==> src/rtl/pc_sequencer_pkg.sv <==
// rtl/pc_sequencer_pkg.sv - shared state codes and constants for the next-PC sequencer
package pc_sequencer_pkg;

    // State codes are also shown by the ID and hazard units' debug ports.
    typedef enum logic [1:0] {
        ST_IDLE = 2'd0,
        ST_BOOT = 2'd1,
        ST_RUN  = 2'd2,
        ST_HOLD = 2'd3
    } seq_state_e;

    localparam logic [31:0] RESET_PC_DEFAULT = 32'h0000_0000;
    localparam logic [31:0] PC_INC_DEFAULT   = 32'd4;

    typedef struct packed {
        logic        valid;
        logic [31:0] target;
        logic        misalign;
    } redirect_t;

    function automatic logic [31:0] word_align(input logic [31:0] addr);
        return {addr[31:2], 2'b00};
    endfunction

endpackage

==> src/rtl/pc_redirect_buf.sv <==
// rtl/pc_redirect_buf.sv - pending-redirect register with jump-over-branch select
module pc_redirect_buf
    import pc_sequencer_pkg::*;
(
    input  logic        clk_i,
    input  logic        rst_i,
    input  logic        jump_i,
    input  logic [31:0] jump_target_i,
    input  logic        branch_i,
    input  logic [31:0] branch_target_i,
    input  logic        capture_i,
    input  logic        clear_i,
    output redirect_t   req_o,
    output logic        pend_valid_o,
    output logic [31:0] pend_target_o
);

    logic        pend_valid;
    logic [31:0] pend_target;

    always_comb begin
        req_o = '0;
        if (jump_i) begin
            req_o.valid    = 1'b1;
            req_o.target   = word_align(jump_target_i);
            req_o.misalign = |jump_target_i[1:0];
        end else if (branch_i) begin
            req_o.valid    = 1'b1;
            req_o.target   = word_align(branch_target_i);
            req_o.misalign = |branch_target_i[1:0];
        end
    end

    // A newer redirect replaces whatever is already parked.
    always_ff @(posedge clk_i) begin
        if (!rst_i) begin
            pend_valid  <= 1'b0;
            pend_target <= 32'h0;
        end else if (capture_i && req_o.valid) begin
            pend_valid  <= 1'b1;
            pend_target <= req_o.target;
        end else if (clear_i) begin
            pend_valid  <= 1'b0;
        end
    end

    assign pend_valid_o  = pend_valid;
    assign pend_target_o = pend_target;

endmodule

==> src/rtl/pc_sequencer.sv <==
// rtl/pc_sequencer.sv - next-PC controller: boot, sequential fetch, redirects, stalls
module pc_sequencer
    import pc_sequencer_pkg::*;
#(
    parameter logic [31:0] RESET_PC = RESET_PC_DEFAULT,
    parameter logic [31:0] PC_INC   = PC_INC_DEFAULT
) (
    input  logic        clk_i,
    input  logic        rst_i,
    input  logic        start_i,
    input  logic        stall_i,
    input  logic        jump_i,
    input  logic [31:0] jump_target_i,
    input  logic        branch_i,
    input  logic [31:0] branch_target_i,
    input  logic [31:0] pc_i,
    output logic [31:0] pc_next_o,
    output logic        pc_we_o,
    output logic        flush_o,
    output logic        misalign_o,
    output logic [31:0] fetch_cnt_o,
    output logic [1:0]  state_o
);

    seq_state_e  state;
    logic        misalign_q;
    logic [31:0] fetch_cnt_q;

    redirect_t   req;
    logic        pend_valid;
    logic [31:0] pend_target;
    logic        capture;
    logic        clear_pend;
    logic        take_direct;

    pc_redirect_buf u_redirect_buf (
        .clk_i           (clk_i),
        .rst_i           (rst_i),
        .jump_i          (jump_i),
        .jump_target_i   (jump_target_i),
        .branch_i        (branch_i),
        .branch_target_i (branch_target_i),
        .capture_i       (capture),
        .clear_i         (clear_pend),
        .req_o           (req),
        .pend_valid_o    (pend_valid),
        .pend_target_o   (pend_target)
    );

    // Next-PC selection is combinational so the PC register loads on this edge.
    always_comb begin
        pc_next_o   = pc_i;
        pc_we_o     = 1'b0;
        flush_o     = 1'b0;
        capture     = 1'b0;
        clear_pend  = 1'b0;
        take_direct = 1'b0;
        case (state)
            ST_BOOT: begin
                pc_next_o = RESET_PC;
                pc_we_o   = 1'b1;
                flush_o   = 1'b1;
            end
            ST_RUN: begin
                if (!start_i || stall_i) begin
                    capture = 1'b1;
                end else if (pend_valid) begin
                    pc_next_o  = pend_target;
                    pc_we_o    = 1'b1;
                    flush_o    = 1'b1;
                    clear_pend = 1'b1;
                end else if (req.valid) begin
                    pc_next_o   = req.target;
                    pc_we_o     = 1'b1;
                    flush_o     = 1'b1;
                    take_direct = 1'b1;
                end else begin
                    pc_next_o = pc_i + PC_INC;
                    pc_we_o   = 1'b1;
                end
            end
            ST_HOLD: capture = 1'b1;
            default: ;
        endcase
    end

    always_ff @(posedge clk_i) begin
        if (!rst_i) begin
            state       <= ST_IDLE;
            misalign_q  <= 1'b0;
            fetch_cnt_q <= 32'h0;
        end else begin
            if (pc_we_o) begin
                fetch_cnt_q <= fetch_cnt_q + 32'd1;
            end
            if ((capture || take_direct) && req.misalign) begin
                misalign_q <= 1'b1;
            end
            case (state)
                ST_IDLE: if (start_i) state <= ST_BOOT;
                ST_BOOT: state <= ST_RUN;
                ST_RUN:  if (!start_i) state <= ST_HOLD;
                ST_HOLD: if (start_i) state <= ST_RUN;
                default: state <= ST_IDLE;
            endcase
        end
    end

    assign misalign_o  = misalign_q;
    assign fetch_cnt_o = fetch_cnt_q;
    assign state_o     = state;

endmodule

==> config.mk <==
export PLATFORM = sky130hd
export DESIGN_NAME = pc_sequencer
export DESIGN_NICKNAME = d
export VERILOG_FILES = /design/src/rtl/pc_sequencer_pkg.sv /design/src/rtl/pc_redirect_buf.sv /design/src/rtl/pc_sequencer.sv
export SDC_FILE = /design/constraint.sdc
export NUM_CORES = 1
export LEC_CHECK = 0
export CELL_PAD_IN_SITES_DETAIL_PLACEMENT = 0
export CELL_PAD_IN_SITES_GLOBAL_PLACEMENT = 1
export CORE_MARGIN = 5
export CORE_UTILIZATION = 33
export DETAILED_ROUTE_END_ITERATION = 16
export GPL_ROUTABILITY_DRIVEN = 1
export PLACE_DENSITY = 0.82
export SKIP_CTS_REPAIR_TIMING = 1
export SYNTH_ARGS = -nofsm -noshare
export SYNTH_HDL_FRONTEND = slang
export SYNTH_SLANG_ARGS = --single-unit
export TNS_END_PERCENT = 30
==> constraint.sdc <==
create_clock -name clk_i -period 2.66 [get_ports clk_i]
set_clock_uncertainty 0.1 [all_clocks]
set_input_delay 0.399 -clock clk_i [delete_from_list [all_inputs] [get_ports clk_i]]
set_output_delay 0.399 -clock clk_i [all_outputs]
set_load 0.01 [all_outputs]
==> impl_metrics.yaml, run 1 <==
timing:
  slew_viol_final: 0
  max_slew_margin: 0.156
  rsz0062_at_grt: "yes"
  tightestPinTransition_ns: 1.26
  setup_viol: 0
  period_share: 0.991
  layout_min_cycle_time_ns: 2.64
  whs_ns: 0.390
  fmax_mhz: 379
  fin_setup_tns_ns: 0
  final_hold_viol_count: 0
synthesis:
  yosysSeqAreaShare: 0.265
  yosysWarnings: 0
  syn_inst: 649
  synth-edff-count: 0
  synth.most_common_cell: "nand2_1"
  synth_ff_type: "dfxtp_1"
  syn_nets: 757
  synth_commonest_cells: "nand2_1, dfxtp_1, o21ai_0"
  synth_top_area_share: 0.265
  synthesis.area_sq_um: 4980
  avgSynthCellArea_sq_um: 7.68
  yosys.cell_types.count: 57
  synth_top_area_cell: "dfxtp_1"
  synth.area.top_cells: "dfxtp_1, mux2i_1, nand2_1"
  async_flop_share: 0
  ys_ff_latch: 66
worst_setup_path:
  crit_slowest_cell: "dfxtp_4"
  end_kind: "output port"
  worstPathMaxFanout: 9
  required_ns: 2.16
  worstSetupStartpointType: "flop"
  critPathMostFrequentCell: "o21ai_0"
  cp_top_family: "compound AO/OA/AOI/OAI gates"
  reg2reg_slack_ns: 0.23
  worstSetupPathType: "flop to output port"
  path_buf_inv: 3
  worstPathArrival_ns: 2.14
  path_cells: "inv_2 > ha_4 > and4b_2 > buf_12 > o21ai_0 > o21ai_0 > o2bb2ai_1 > buf_2"
  slowest_delay_ns: 0.35
clocking:
  htreeDepth: 3
  clock_latency_ns: 0.32
  cts_sinks: 66
  clockRootBuffer: "clkbuf_16"
  cts_buffers: 9
  cts_buffer_depth: 2
  clk_pin_slew_worst_paths_ns: 0.06
  cts_tree: "yes"
place:
  io_buffer_count: 170
  gp_congestion: 0.880
  dp_hpwl_mm: 14.3
  postPlaceCellArea_sq_um: 7590
grt:
  first_global_vias: 5751
  grt-ovfl-total: 0
  grt_start_max_net_pins: 60
  antenna_found_initial: 1
  grt_pass1_wl_mm: 29.9
  grt_usage: 0.204
run_status:
  status: "finished clean"
power_and_ir_drop:
  power_mw: 3.86
  pwr_density_cell_nw_per_um2: 464
  power.leakage_nw: 4.01
  vdd_drop_max_mv: 0.297
floorplan:
  rows: 45
  start_util: 0.332
  coreArea_sq_um: 15000
  die_w_um: 133
  die_area_sq_um: 17700
  fp.dieH_um: 133
  ios: 171
drt:
  final_antenna_net_count: 0
  wirelength_mm: 19.6
  vias_per_cell: 5.56
  route.detailed.drc: 0
  wire_per_inst_um: 17.8
  first_pass_iters: 5
  drt_iter0_markers: 489
  vias: 6117
hold_path:
  min-delay-path-class: "flop to flop"
run:
  maxCapViolations: 0
layout:
  nNetsFinal: 1018
  diodes: 0
  drive_gt1_frac: 0.233
  area_growth_pct: 67.0
  fin_area_sq_um: 8320
[registers in the layout (all words and copies together), names as in the netlist]
register                      flops
u_redirect_buf.pend_valid_o       1
state_o                           2
u_redirect_buf.pend_target_o     30
fetch_cnt_o                      32
misalign_o                        1
[worst paths after layout]
path,startpoint,endpoint,cells after the start
worst max-delay path,state_o[1]$_SDFFE_PN0P_,pc_next_o[23],8
worst min-delay path,fetch_cnt_o[30]$_SDFFE_PN0P_,fetch_cnt_o[30]$_SDFFE_PN0P_,2
worst max register to register,state_o[1]$_SDFFE_PN0P_,u_redirect_buf.pend_target_o[31]$_SDFFE_PN0P_,8
worst min register to register,fetch_cnt_o[30]$_SDFFE_PN0P_,fetch_cnt_o[30]$_SDFFE_PN0P_,2
[placed cells by master (no fill, tap or decap), types with 6 or more instances in the layout]
master	n
clkdlybuf4s50_1	114
buf_4	113
nand2_1	83
dfxtp_1	64
o21ai_0	51
dlymetal6s2s_1	38
mux2i_1	33
o211a_1	30
and2_1	30
inv_1	25
nand3_1	23
xor2_1	19
o22ai_1	18
nand4_1	18
a21oi_1	15
nor3_1	12
nor2_1	12
clkbuf_16	11
o21ai_1	10
o221ai_1	9
nor2b_1	9
a21o_1	9
nor4_1	9
o2bb2ai_1	8
buf_2	8
a32o_1	7
buf_6	7
a31o_2	6
and4_1	6
a31oi_1	6
xnor2_1	6
or3_1	6
clkbuf_2	6
buf_12	6
[metal layers]
layer  up-vias  wire length [um]  GRT usage
li1       2939                 -          -
met2       236              9240      0.338
met4         2               239     0.0427
met3        26              1520     0.0521
met5         -                11          0
met1      2914              8600      0.268
[report_power, final]
part,switching [mW],internal (mW)
Clock,0.424,0.712
Sequential,0.0488,1.07
Combinational,0.767,0.837
Total,1.24,2.62
[through the flow]
step,cells,util,setup WS [ns]
finish,1101,0.554,0.0228
global route,1101,0.554,-0.114
CTS,1080,0.524,-0.766
detailed placement,1066,0.505,-0.743
global placement,1066,0.505,-0.754
floorplan,649,-,0.195
[final cells by class]
class                           instances  area, sq um
Sequential cell                        66         1330
Timing Repair Buffer                  295         2800
Tap cell                              188          235
Clock buffer                            9          225
Fill cell                            1371         6710
Multi-Input combinational cell        510         3570
Clock inverter                          5         57.6
Inverter                               28          109
[tightest hold or removal path, cell delays in order (launching register included)]
cell     delay, ns
dfxtp_1       0.33
nand2_1       0.06
mux2i_1       0.05
[logic make-up after synthesis]
family	Yosys count	share of synthesized area
compound gates	199	0.285
fa+ha+maj	6	0.0151
xor+xnor	25	0.0439
simple gates	247	0.267
flops	66	0.265
mux	33	0.0663
buf+inv	73	0.0572
No activity file was read; power rests on OpenSTA's default activity.
==> run 2, diff against run 1 <==
--- a/config.mk
+++ b/config.mk
@@ -8,10 +8,10 @@
 export CELL_PAD_IN_SITES_DETAIL_PLACEMENT = 0
 export CELL_PAD_IN_SITES_GLOBAL_PLACEMENT = 1
 export CORE_MARGIN = 5
-export CORE_UTILIZATION = 33
+export CORE_UTILIZATION = 30
 export DETAILED_ROUTE_END_ITERATION = 16
 export GPL_ROUTABILITY_DRIVEN = 1
-export PLACE_DENSITY = 0.82
+export PLACE_DENSITY = 0.78
 export SKIP_CTS_REPAIR_TIMING = 1
 export SYNTH_ARGS = -nofsm -noshare
 export SYNTH_HDL_FRONTEND = slang
==> constraint.sdc (replaced) <==
create_clock -name clk_i -period 2.3 [get_ports clk_i]
set_clock_uncertainty 0.1 [all_clocks]
set_input_delay 0.345 -clock clk_i [delete_from_list [all_inputs] [get_ports clk_i]]
set_output_delay 0.345 -clock clk_i [all_outputs]
set_load 0.01 [all_outputs]
==> impl_metrics.yaml, run 2 (synthesis gave the netlist of run 1 again) <==
worst_setup_path:
  worstSetupStartpointType: "flop"
  worstPathArrival_ns: 2.05
  worstSetupPathType: "flop to output port"
  required_ns: 1.86
  worstPathMaxFanout: 8
  end_kind: "output port"
  rr_worst_depth: 9
power_and_ir_drop:
  power.leakage_nw: 3.82
  vdd_drop_max_mv: 0.277
  pwr_density_cell_nw_per_um2: 536
hold_path:
  min-delay-path-class: "flop to flop"
  whs_path_depth: 2
timing:
  setup_viol: 27
  fmax_mhz: 401
  setup_ws_ns: -0.194
  layout_min_cycle_time_ns: 2.49
  max_slew_margin: 0.602
  rsz0062_at_grt: "yes"
  slew_viol_final: 0
  fin_setup_tns_ns: -2.64
  final_hold_viol_count: 0
  tightestPinTransition_ns: 0.597
  period_share: 1.08
floorplan:
  ios: 171
  die_w_um: 139
  die_area_sq_um: 19300
  start_util: 0.303
  coreArea_sq_um: 16500
  fp.dieH_um: 139
  rows: 47
layout:
  final_cell_mix: "clkdlybuf4s50_1, buf_4, nand2_1"
  final_cells: 1140
  nNetsFinal: 1023
  area_growth_pct: 67.6
  ff_latch_area_sq_um: 1320
  utilization: 0.507
  multi_input_area_sq_um: 3620
  final_common_cell: "clkdlybuf4s50_1"
  drive_gt1_frac: 0.276
  fin_area_sq_um: 8350
  nFillCells: 1625
  largest_reg_flops: 32
drt:
  route.detailed.drc: 0
  wire_per_inst_um: 17.4
  drt_iter0_markers: 232
  vias_per_cell: 5.25
  wirelength_mm: 19.9
  final_antenna_net_count: 0
  first_pass_iters: 5
  vias: 5982
grt:
  first_global_vias: 5744
  grt_pass1_wl_mm: 31.0
  grt_start_max_net_pins: 34
  grt_usage: 0.195
  antenna_found_initial: 1
  grt-ovfl-total: 0
clocking:
  cts_sinks: 66
  clockRootBuffer: "clkbuf_16"
  cts_buffer_depth: 2
  htreeDepth: 3
  clock_latency_ns: 0.34
  cts_tree: "yes"
  cts_buffers: 9
  clk_pin_slew_worst_paths_ns: 0.06
place:
  pre_cts_ws_ns: -0.913
  gp_congestion: 0.871
  io_buffer_count: 170
  dp_cells: 1115
  dp_hpwl_mm: 14.8
  postPlaceCellArea_sq_um: 7790
run:
  maxCapViolations: 0
run_status:
  violations: "setup timing"
  status: "finished with violations"
-- run 2: critical path, stage by stage, from the launching register on --
cell and delay [ns]:
dfxtp_2 0.34, inv_2 0.05, ha_4 0.23, and4b_2 0.25, buf_6 0.15, buf_12 0.13
a31o_2 0.19, a32o_2 0.24, buf_6 0.12
-- run 2: final cells by class --
| class | instances | area share |
|---|---|---|
| Inverter | 28 | 0.0129 |
| Clock buffer | 10 | 0.0286 |
| Sequential cell | 66 | 0.158 |
| Tap cell | 220 | 0.0330 |
| Timing Repair Buffer | 300 | 0.329 |
| Clock inverter | 5 | 0.00464 |
| Multi-Input combinational cell | 510 | 0.433 |
| Antenna cell | 1 | 0.000300 |
-- run 2: power by group --
group	switching (mW)	internal [mW]
logic	0.910	0.974
registers	0.0535	1.24
clock network	0.536	0.760
-- run 2: final timing paths --
path                            slack, ns                    startpoint                      endpoint
worst max register to register       0.04       state_o[0]$_SDFFE_PN0P_   fetch_cnt_o[5]$_SDFFE_PN0P_
worst min-delay path                 0.39  fetch_cnt_o[30]$_SDFFE_PN0P_  fetch_cnt_o[30]$_SDFFE_PN0P_
worst min register to register       0.39  fetch_cnt_o[30]$_SDFFE_PN0P_  fetch_cnt_o[30]$_SDFFE_PN0P_
worst max-delay path                -0.19       state_o[1]$_SDFFE_PN0P_                 pc_next_o[25]
-- run 2: per-stage QoR --
stage                     hold slack (ns)  power (mW)
after global routing                0.413        4.75
after global placement              0.372        3.18
final                               0.391        4.47
after CTS                           0.390        4.52
after detailed placement            0.378        3.19
after floorplan                     0.365        2.14
-- run 2: layer usage --
metal	wire [um]	track usage	up-vias
li1	-	-	2954
met1	9310	0.265	2813
met2	9090	0.308	188
met3	1080	0.0390	27
met4	393	0.0659	0
met5	0	0	-
==> run 3, diff against run 2 <==
--- a/config.mk
+++ b/config.mk
@@ -5,10 +5,11 @@
 export SDC_FILE = /design/constraint.sdc
 export NUM_CORES = 1
 export LEC_CHECK = 0
+export ABC_AREA = 1
 export CELL_PAD_IN_SITES_DETAIL_PLACEMENT = 0
 export CELL_PAD_IN_SITES_GLOBAL_PLACEMENT = 1
 export CORE_MARGIN = 5
-export CORE_UTILIZATION = 30
+export CORE_UTILIZATION = 28
 export DETAILED_ROUTE_END_ITERATION = 16
 export GPL_ROUTABILITY_DRIVEN = 1
 export PLACE_DENSITY = 0.78
==> impl_metrics.yaml, run 3 <==
synthesis:
  yosysWarnings: 0
  synth.most_common_cell: "nand2_1"
  syn_nets: 981
  synth-edff-count: 0
  async_flop_share: 0
  synth.area.top_cells: "dfxtp_1, nand2_1, o21ai_0"
  synth_top_area_share: 0.256
  synth_top_area_cell: "dfxtp_1"
  synth_ff_type: "dfxtp_1"
  yosys.cell_types.count: 38
  synth_commonest_cells: "nand2_1, nor2_1, o21ai_0"
  ys_ff_latch: 66
  synthesis.area_sq_um: 5150
  syn_inst: 873
  yosysSeqAreaShare: 0.256
  avgSynthCellArea_sq_um: 5.90
timing:
  tightestPinTransition_ns: 0.776
  setup_ws_ns: -0.0777
  whs_ns: 0.294
  max_slew_margin: 0.481
  layout_min_cycle_time_ns: 2.38
  period_share: 1.03
  slew_viol_final: 0
  fmax_mhz: 421
  final_hold_viol_count: 0
  fin_setup_tns_ns: -1.30
  setup_viol: 27
  rsz0062_at_grt: "yes"
layout:
  nNetsFinal: 1267
  final_common_cell: "nand2_1"
  area_growth_pct: 71.3
  largest_reg_flops: 32
  final_cell_mix: "nand2_1, clkdlybuf4s50_1, buf_4"
  drive_gt1_frac: 0.236
clocking:
  clk_pin_slew_worst_paths_ns: 0.05
  cts_buffers: 9
  cts_sinks: 66
  clock_latency_ns: 0.34
  htreeDepth: 3
  cts_buffer_depth: 2
  cts_tree: "yes"
  clockRootBuffer: "clkbuf_16"
drt:
  vias_per_cell: 4.86
  wirelength_mm: 21.7
  drt_iter0_markers: 446
  vias: 6773
  m1WireLength_mm: 9.67
  route.met2.wl_mm: 10.4
  met3_wirelength_mm: 1.24
  final_antenna_net_count: 0
  wire_per_inst_um: 15.5
  top_layer: "met4"
  first_pass_iters: 5
  route.detailed.drc: 0
place:
  pre_cts_ws_ns: -0.681
  gp_congestion: 0.887
  dp_hpwl_mm: 16.6
  io_buffer_count: 170
grt:
  grt_pass1_wl_mm: 32.5
  grt_start_max_net_pins: 61
  first_global_vias: 6409
  grt_usage: 0.186
  antenna_found_initial: 1
  grt-ovfl-total: 0
power_and_ir_drop:
  pwr_density_cell_nw_per_um2: 738
  power_mw: 6.51
  vdd_drop_max_mv: 0.331
  power.leakage_nw: 3.87
floorplan:
  coreArea_sq_um: 18000
  ios: 171
  rows: 49
  fp.dieH_um: 146
  die_area_sq_um: 21200
  start_util: 0.286
  die_w_um: 146
worst_setup_path:
  worstPathArrival_ns: 1.93
  worstSetupStartpointType: "flop"
  required_ns: 1.86
  worstSetupPathType: "flop to output port"
  worstSetupStartpoint: "state_o[0]$_SDFFE_PN0P_"
  rr_worst_depth: 9
  worstPathMaxFanout: 8
  end_kind: "output port"
  rr_startpoint: "state_o[0]$_SDFFE_PN0P_"
run:
  maxCapViolations: 0
run_status:
  violations: "setup timing"
  status: "finished with violations"
hold_path:
  min_from: "start_i"
  whs_path_depth: 4
  min-delay-path-class: "input port to flop"
[run 3: changes by cell type after synthesis, moves of 19 or more]
cell      previous run  this run
and2_1              30         1
nand3_1             26        45
inv_1               28        69
nor2_1              13       103
o211a_1             30         0
a21oi_1             20        71
clkbuf_1            38        10
nand2_1             86       277
[run 3: logic make-up after synthesis]
family | count (synthesis) | synth area share
compound gates | 187 | 0.192
xor+xnor | 4 | 0.00680
fa+ha+maj | 6 | 0.0146
buf+inv | 107 | 0.0845
flops | 66 | 0.256
mux | 20 | 0.0389
simple gates | 483 | 0.406
[run 3: worst paths after layout]
kind,to,slack (ns)
min reg2reg,fetch_cnt_o[7]$_SDFFE_PN0P_,0.39
max reg2reg,u_redirect_buf.pend_target_o[4]$_SDFFE_PN0P_,0.31
min,state_o[0]$_SDFFE_PN0P_,0.29
max,pc_next_o[13],-0.08
[run 3: stage by stage]
step                utilization  instance area [sq um]  instances
floorplan                     -                   5150        873
global placement          0.445                   8030       1366
detailed placement        0.445                   8030       1366
CTS                       0.463                   8350       1382
global route              0.490                   8820       1394
finish                    0.490                   8820       1394
[run 3: layout make-up]
type                    count  area, sq um
inverters                  74          298
diodes                      1         2.50
well taps                 229          287
clock buffers              11          243
flip-flops and latches     66         1330
clock inverters             5         77.6
multi-input cells         701         3710
repair buffers            307         2880
fillers                  1874         9200
[run 3: routing by layer]
metal | global-route usage | vias to the layer above
li1 | - | 3451
met1 | 0.235 | 3116
met2 | 0.315 | 187
met3 | 0.0402 | 19
met4 | 0.0597 | 0
met5 | 0 | -
[run 3: worst max-delay path, stage by stage, from the launching register on]
cell      delay (ns)
dfxtp_2         0.34
inv_2           0.05
buf_6           0.11
ha_4            0.16
buf_6           0.13
a21oi_4         0.14
buf_6           0.15
clkinv_8        0.08
buf_12          0.16
nand2_1         0.06
nand2_1         0.06
clkbuf_2        0.14
[run 3: power by group]
group / total, mW / internal, mW / switching, mW / leakage, nW
logic: 3.51 / 1.62 / 1.90 / 3.18
registers: 1.48 / 1.35 / 0.126 / 0.536
clock network: 1.52 / 0.976 / 0.547 / 0.156
total: 6.51 / 3.94 / 2.57 / 3.87
